**config.mk**
```make
export PLATFORM = sky130hd
export DESIGN_NAME = pll_flat
export DESIGN_NICKNAME = d
export VERILOG_FILES = /design/src/rtl/pll_pkg.sv /design/src/rtl/pll_if.sv /design/src/rtl/pll_lock_detect.sv /design/src/rtl/pll.sv /design/src/flat_wrapper.sv
export SDC_FILE = /design/constraint.sdc
export NUM_CORES = 1
export LEC_CHECK = 0
export CAP_MARGIN = 25
export CORE_UTILIZATION = 35
export DETAILED_ROUTE_END_ITERATION = 6
export PLACE_DENSITY = 0.57
export SLEW_MARGIN = 20
export SYNTH_ARGS = -nofsm -noshare
export SYNTH_HDL_FRONTEND = slang
export SYNTH_SLANG_ARGS = --single-unit
```
**constraint.sdc**
```tcl
create_clock -name clk_in -period 4.8 [get_ports clk_in]
set_input_delay 0.96 -clock clk_in [delete_from_list [all_inputs] [get_ports clk_in]]
set_output_delay 0.96 -clock clk_in [all_outputs]
set_load 0.05 [all_outputs]
```
**src/rtl/pll_pkg.sv**
```systemverilog
// Shared constants and helpers for the integer clock divider.
package pll_pkg;

  localparam int DIV_W_DEF       = 16;
  localparam int MIN_DIV         = 2;
  localparam int LOCK_CYCLES_DEF = 16;

  // Ratios below MIN_DIV would give a degenerate (stuck or runt) clock, so
  // they are raised to MIN_DIV. Width-agnostic: callers cast to DIV_W.
  function automatic logic [31:0] clamp_div(input logic [31:0] req);
    return (req < 32'(MIN_DIV)) ? 32'(MIN_DIV) : req;
  endfunction

endpackage

```
**src/rtl/pll_if.sv**
```systemverilog
// Control/status bundle of the divider: ratio load in, divided clock,
// enable pulse and lock indication out.
interface pll_if #(
  parameter int DIV_W = 16
);
  logic [DIV_W-1:0] div_val;
  logic             div_load;
  logic             clk_out;
  logic             clk_en;
  logic             locked;

  // Consumer side: programs the ratio, observes the clocks.
  modport master (
    output div_val, div_load,
    input  clk_out, clk_en, locked
  );

  // Divider side.
  modport slave (
    input  div_val, div_load,
    output clk_out, clk_en, locked
  );
endinterface

```
**src/rtl/pll_lock_detect.sv**
```systemverilog
// Lock detector: counts output periods (one per clk_en pulse) since the last
// ratio change and reports lock once LOCK_CYCLES periods have been seen.
module pll_lock_detect #(
  parameter int LOCK_CYCLES = 16
) (
  input  logic clk_in,
  input  logic rst_n,
  input  logic clk_en_i,
  input  logic chg_i,
  output logic locked_o
);

  localparam int CW = $clog2(LOCK_CYCLES + 1);
  localparam logic [CW-1:0] SAT = CW'(LOCK_CYCLES);
  localparam logic [CW-1:0] ONE = CW'(1);

  logic [CW-1:0] cnt_q, cnt_d;

  // Next count: a ratio change restarts the count; otherwise saturate.
  always_comb begin
    cnt_d = cnt_q;
    if (chg_i)
      cnt_d = '0;
    else if (clk_en_i && (cnt_q != SAT))
      cnt_d = cnt_q + ONE;
  end

  // Period counter register.
  always_ff @(posedge clk_in or negedge rst_n) begin
    if (!rst_n) cnt_q <= '0;
    else        cnt_q <= cnt_d;
  end

  assign locked_o = (cnt_q == SAT);

endmodule

```
**src/rtl/pll.sv**
```systemverilog
// Integer clock divider standing in for a vendor PLL. Produces a registered,
// glitch-free divided clock, an enable pulse on each of its rising edges and
// a lock flag. Ratio changes are deferred to a period boundary so the period
// in flight always completes at the old ratio.
module pll
  import pll_pkg::*;
#(
  parameter int DIV_W       = DIV_W_DEF,
  parameter int DEFAULT_DIV = MIN_DIV,
  parameter int LOCK_CYCLES = LOCK_CYCLES_DEF
) (
  input  logic clk_in,
  input  logic rst_n,
  pll_if.slave bus
);

  localparam logic [DIV_W-1:0] ONE   = DIV_W'(1);
  localparam logic [DIV_W-1:0] N_RST = DIV_W'(DEFAULT_DIV);

  logic [DIV_W-1:0] cnt_q, cnt_d;
  logic [DIV_W-1:0] n_q, n_d;
  logic [DIV_W-1:0] pend_q, pend_d;
  logic             pend_vld_q, pend_vld_d;
  logic             clk_out_q, clk_out_d;
  logic             clk_en_q, clk_en_d;
  logic             bdry;
  logic             apply;
  logic             ratio_chg;

  // Counter advance, boundary detect and pending-ratio bookkeeping. The
  // pending flag is only consulted as registered, so a load landing on a
  // boundary cycle waits for the next boundary.
  always_comb begin
    cnt_d      = (cnt_q == n_q - ONE) ? '0 : cnt_q + ONE;
    bdry       = (cnt_d == '0);
    apply      = bdry && pend_vld_q;
    ratio_chg  = apply && (pend_q != n_q);
    n_d        = n_q;
    pend_d     = pend_q;
    pend_vld_d = pend_vld_q;
    if (apply) begin
      n_d        = pend_q;
      pend_vld_d = 1'b0;
    end
    // A fresh load wins over the apply that may be consuming the old value.
    if (bus.div_load) begin
      pend_d     = DIV_W'(clamp_div(32'(bus.div_val)));
      pend_vld_d = 1'b1;
    end
  end

  // Output decode from the next count so outputs are straight from flops.
  // At a boundary n_q is still the old ratio, but cnt_d == 0 is below any
  // half-ratio >= 1, so the rising edge is correct for either ratio.
  always_comb begin
    clk_out_d = (cnt_d < (n_q >> 1));
    clk_en_d  = bdry;
  end

  // Divider state and registered outputs.
  always_ff @(posedge clk_in or negedge rst_n) begin
    if (!rst_n) begin
      cnt_q      <= '0;
      n_q        <= N_RST;
      pend_q     <= N_RST;
      pend_vld_q <= 1'b0;
      clk_out_q  <= 1'b0;
      clk_en_q   <= 1'b0;
    end else begin
      cnt_q      <= cnt_d;
      n_q        <= n_d;
      pend_q     <= pend_d;
      pend_vld_q <= pend_vld_d;
      clk_out_q  <= clk_out_d;
      clk_en_q   <= clk_en_d;
    end
  end

  pll_lock_detect #(
    .LOCK_CYCLES (LOCK_CYCLES)
  ) u_lock (
    .clk_in   (clk_in),
    .rst_n    (rst_n),
    .clk_en_i (clk_en_q),
    .chg_i    (ratio_chg),
    .locked_o (bus.locked)
  );

  assign bus.clk_out = clk_out_q;
  assign bus.clk_en  = clk_en_q;

endmodule

```
**src/flat_wrapper.sv**
```systemverilog
// flat-port wrapper written by rule: the top's interface ports become plain ports
module pll_flat import pll_pkg::*;
#(
  parameter int DIV_W       = DIV_W_DEF,
  parameter int DEFAULT_DIV = MIN_DIV,
  parameter int LOCK_CYCLES = LOCK_CYCLES_DEF
)
  (clk_in, rst_n, bus_div_val, bus_div_load, bus_clk_out, bus_clk_en, bus_locked);
  pll_if #(.DIV_W(DIV_W)) bus_i ();
  input  logic clk_in;
  input  logic rst_n;
  input wire logic [$bits(bus_i.div_val)-1:0] bus_div_val;
  input wire logic [$bits(bus_i.div_load)-1:0] bus_div_load;
  output wire logic [$bits(bus_i.clk_out)-1:0] bus_clk_out;
  output wire logic [$bits(bus_i.clk_en)-1:0] bus_clk_en;
  output wire logic [$bits(bus_i.locked)-1:0] bus_locked;
  assign bus_i.div_val = bus_div_val;
  assign bus_i.div_load = bus_div_load;
  assign bus_clk_out = bus_i.clk_out;
  assign bus_clk_en = bus_i.clk_en;
  assign bus_locked = bus_i.locked;
  pll #(.DIV_W(DIV_W), .DEFAULT_DIV(DEFAULT_DIV), .LOCK_CYCLES(LOCK_CYCLES)) u_core (.clk_in(clk_in), .rst_n(rst_n), .bus(bus_i));
endmodule
```
Word level (Yosys, flattened, before mapping)
Index checks and enable logic that the tools add are counted.
W data, S select, Z words.

operators by class
  add/sub/neg operators = 3
  $lt $le $gt $ge = 2
  equality and inequality tests = 4
  muxes and demuxes = 6
  reduce and logical (&&, ||, !) cells = 6

operators with widths
  operator                 count
  $mux W16                 2
  $add A16 B1 Y16 const B  1
  $eq A16 B16 Y1           1
  $logic_not A16 Y1        1
  $lt A16 B15 Y1           1
  $lt A16 B2 Y1 const B    1
  $ne A16 B16 Y1           1
  $sub A16 B1 Y16 const B  1
  $mux W5                  2
  $add A5 B1 Y5 const B    1
  $eq A5 B5 Y1 const B     1
  $ne A5 B5 Y1 const B     1
  $reduce_bool A2 Y1       2
  $logic_and A1 B1 Y1      3
  $mux W1                  2

storage, ports and cells
  register bits after elaboration = 56
  input bits = 19
  output and inout port bits = 3

Longest topological paths before layout
  depth in word-level cells = 7
  depth in mapped cells = 19
  depth with buffers taken out = 18

Hierarchy
A second synthesis with hierarchy kept.

unflattened totals
  cell total of the unflattened synthesis = 383
  area total of the unflattened synthesis = 3,731.1 µm²

by module, submodules not included
  module           instances  cells each  area each (µm²)
  pll              1          356         3,450.8
  pll_lock_detect  1          27          280.3

Least setup slack after synthesis
No wires, ideal clock.

  path type = reg-to-reg
  from = register u_core.n_q[7]
  to = register u_core.clk_out_q, in the netlist u_core.bus.clk_out
  library setup time = 0.082 ns
  data arrival time = 3.839 ns
  required time = 4.718 ns
  setup slack = 0.879 ns
  cell stages (with the launch flop) = 19
  path buffers = 2
  cell sequence = dfrtp_1 > buf_2 > or3_1 > or3_1 > a211o_1 > o21ai_0 > nand4_1 > nor3b_2 > buf_2 > nor2_1 > ha_1 > a21o_1 > a21o_1 > a21oi_1 > nor2_1 > a211oi_1 > o211a_1 > o21ai_0 > a31oi_1

on the way
  cells in the longest elaborated chain, start to end = 4

ends and longest elaborated chain
  element                 line       source
  from (decl)             pll.sv:21  logic [DIV_W-1:0] n_q, n_d;
  from (signal assigned)  pll.sv:71  n_q <= n_d;
  $sub A16 B1 Y16         pll.sv:34  cnt_d = (cnt_q == n_q - ONE) ? '0 : cnt_q + ONE;
  $eq A16 B16 Y1          pll.sv:34
  $mux W16                pll.sv:34
  net u_core.cnt_d[5]     pll.sv:20  logic [DIV_W-1:0] cnt_q, cnt_d;
  $lt A16 B15 Y1          pll.sv:56  clk_out_d = (cnt_d < (n_q >> 1));
  net u_core.clk_out_d    pll.sv:24  logic clk_out_q, clk_out_d;
  to (signal assigned)    pll.sv:74  clk_out_q <= clk_out_d;
  to (decl)               pll.sv:24

The timed path passes the listed nets, and every way through them passes these cells.
A chain may end at the register's enable or synchronous reset.

Worst setup path in the final report
Same ends and word-level chain as after synthesis.

==> results.yml <==
status:
  status: "complete, no violations"
floorplan:
  ioPinCount: 22
  core_um2: 10230
  die_area_um2: 10890
  die_y_um: 104.4
  die_w_um: 104.4
  fp-row-count: 37
  start_util_pct: 35.84
power_and_ir_drop:
  fin_total_pwr_mw: 0.8230
  p_switching_mw: 0.2022
  power_density_nw_per_um2: 202.0
  seq_power_share_pct: 60.6
  peakVddDrop_uv: 133.0
  internal-power_mw: 0.6208
  swShare_pct: 24.57
  p_comb_share_pct: 6.7
  p_leak_nw: 1.794
  p_clk_share_pct: 32.7
detailed_routing:
  drt_iter0_markers: 130
  avgViaCountPerCell: 5.161
  met1_length_mm: 4.027
  postRouteAntennaNets: 0
  wl_met2_mm: 3.628
  vias: 2653
  drc_errors: 0
  routed-wl-met3_um: 350
  routed.top_layer: "met4"
  wl_mm: 8.133
  dr.pass1.iters: 4
  wire_per_inst_um: 15.82
clocking:
  cts_resized: 0
  cts_max_level: 2
  cts.sinks: 56
  clock_path_buffers: 2
  cts-root-buf: "clkbuf_8"
  tritoncts: "done"
  cts_buffers: 5
  ctsHoldBuffers: 0
  cts_setup_buffers: 0
  clk_latency_ps: 310
  clk_pin_slew_worst_paths_ps: 100
placed_design:
  placed_cell_area_um2: 3986
  gp_congestion: 0.8174
  dp.final_hpwl_mm: 6.248
  port_buffers: 21
  dp.cells: 506
logic_synthesis:
  synthTopCellsByArea: "dfrtp_1 (37%), xor2_1 (7.2%), xnor2_1 (6.4%), ha_1 (6.1%), mux2_2 (6.1%)"
  netlist_instances: 362
  synth_edf_count: 0
  synth_most_common_cell: "dfrtp_1"
  syn_avg_cell_area_um2: 10.13
  ys.warnings.count: 0
  synth_seq_area_share_pct: 38.28
  synthTopCellsByCount: "dfrtp_1 (54), nor2_1 (30), xor2_1 (30), xnor2_1 (27), inv_1 (26)"
  yosys_register_bits: 56
  synthArstFlopShare_pct: 100.0
  synth_area_leader_cell: "dfrtp_1"
  synth_ff_type: "dfrtp_1"
  synth_cell_types: 56
  synth_top_area_share_pct: 36.85
  synth_nets: 399
  synth_area_um2: 3667
run:
  maxCapViolCount: 0
worst_setup_path:
  slowest_delay_ps: 580
  worstSetupEndpointType: "flip-flop"
  required_ps: 5040
  start_kind: "flip-flop"
  path_class: "flip-flop to flip-flop"
  worstPathArrival_ps: 4550
  crit_path_top_delay_cell: "nor3b_2"
  path_max_fanout: 9
  path_cells: "or3_1 -> nor3_2 -> nand3_1 -> mux2i_1 -> nand4_1 -> nor3b_2 -> nor2_1 -> ha_1 -> a21o_1 -> a21o_1 -> a21oi_1 -> nor2_1 -> a211oi_1 -> o211a_1 -> o21ai_0 -> a31oi_1"
timing:
  finalCritPeriodShare_pct: 89.68
  relSlewSlack_pct: 50.23
  setup_viol: 0
  rsz0062_at_grt: "no"
  finalCriticalPeriod_ps: 4305
  tightest_slew_ps: 740.8
  tns_ps: 0
  fmax_mhz: 232.3
  finalMaxSlewViolations: 0
  fin_skew_ps: 3.168
  hold_viol: 0
worst_hold_path:
  hold_path_class: "flip-flop to flip-flop"
grt:
  gr-total-overflow: 0
  grt_antenna_before_repair: 0
  grt.total_usage_pct: 15.78
  grt_pass1_wl_mm: 13.46
  grt_max_degree: 57
  grt_pass1_vias: 2612
final_layout:
  area_delta_synth_final_pct: 11.12
  fin_util_pct: 39.83
  drive_above_1_share_pct: 14.02
  fin_area_um2: 4075
  ff_latch_area_um2: 1404
  stdcell_count: 514
  nNetsFinal: 414
  diodes: 0
  fillers: 1025
  multi_input_area_um2: 2087
## final timing paths
| check | start | end | slack (ps) | depth (start not counted) |
|---|---|---|---|---|
| setup / recovery | u_core.n_q[7] | u_core.bus.clk_out | 500 | 16 |
| hold / removal | u_core.u_lock.cnt_q[4] | u_core.u_lock.cnt_q[4] | 550 | 2 |
| setup reg to reg | u_core.n_q[7] | u_core.bus.clk_out | 500 | 16 |
| hold reg to reg | u_core.u_lock.cnt_q[4] | u_core.u_lock.cnt_q[4] | 550 | 2 |
| max in group asynchronous | rst_n | u_core.pend_q[10] | 3550 | 2 |
| min in group asynchronous | rst_n | u_core.cnt_q[3] | 780 | 2 |
## kinds of logic (layout without fill, tap and decap cells)
group,Yosys count,in the layout,synth area share (%)
AO/OA/AOI/OAI,45,45,9.519
XOR/XNOR,57,57,13.61
adder cells (fa/ha/maj),18,18,6.141
buffers and inverters,42,58,4.811
flip-flops,56,56,38.28
multiplexers,34,34,11.33
AND/OR/NAND/NOR,110,110,16.31
## sequential cells by signal (all words and copies together) (netlist names)
register	count
u_core.pend_q	16
u_core.u_lock.cnt_q	5
u_core.bus.clk_out	1
u_core.pend_vld_q	1
u_core.bus.clk_en	1
u_core.n_q	16
u_core.cnt_q	16
## cells in the final DEF, fill, tap and decap left out, drive strengths merged, types with 3 or more instances in the layout
cell	instances
nand2	13
nand3	16
nor4	11
a211oi	3
ha	18
or3	3
nor3	7
nor2	30
clkdlybuf4s50	20
xor2	30
mux2	30
inv	26
a21oi	3
a31oi	4
buf	4
mux2i	4
dfrtp	54
clkbuf	6
nor3b	4
xnor2	27
and3	4
nand4	9
o21ai	10
a21o	6
## power groups by stage
stage	combinational (mW)	sequential, mW	clock [mW]
floorplan	0.0259	0.504	0
global placement	0.0571	0.507	0
detailed placement	0.0575	0.508	0
CTS	0.0579	0.499	0.278
global route	0.0626	0.501	0.298
finish	0.0555	0.499	0.269
## critical path: cells and delay by family (launching register included)
kind | cells | cell delay [ps]
adder cells (fa/ha/maj) | 1 | 330
AO/OA/AOI/OAI | 7 | 1160
AND/OR/NAND/NOR | 7 | 1990
multiplexers | 1 | 240
flip-flops | 1 | 500
## metal layers
metal	vias to the layer above	track usage (%)
met2	53	24.98
met3	10	2.068
met5	-	0
met4	0	4.592
li1	1317	-
met1	1273	22.39
## cell type report
class                           instances  area share (%)
Clock buffer                            6           1.781
Clock inverter                          2          0.3991
Inverter                               26           2.395
Multi-Input combinational cell        264           51.21
Sequential cell                        56           34.45
Tap cell                              136           4.176
Timing Repair Buffer                   24           5.588
## through the flow
step / worst slack, ps / hold slack, ps
floorplan: 878.9 / 497.1
global placement: 590.8 / 528.7
detailed placement: 504.8 / 525.6
CTS: 469.4 / 553.8
global route: 227.9 / 582.0
finish: 495.2 / 551.6
No activity file was read; power rests on OpenSTA's default activity.
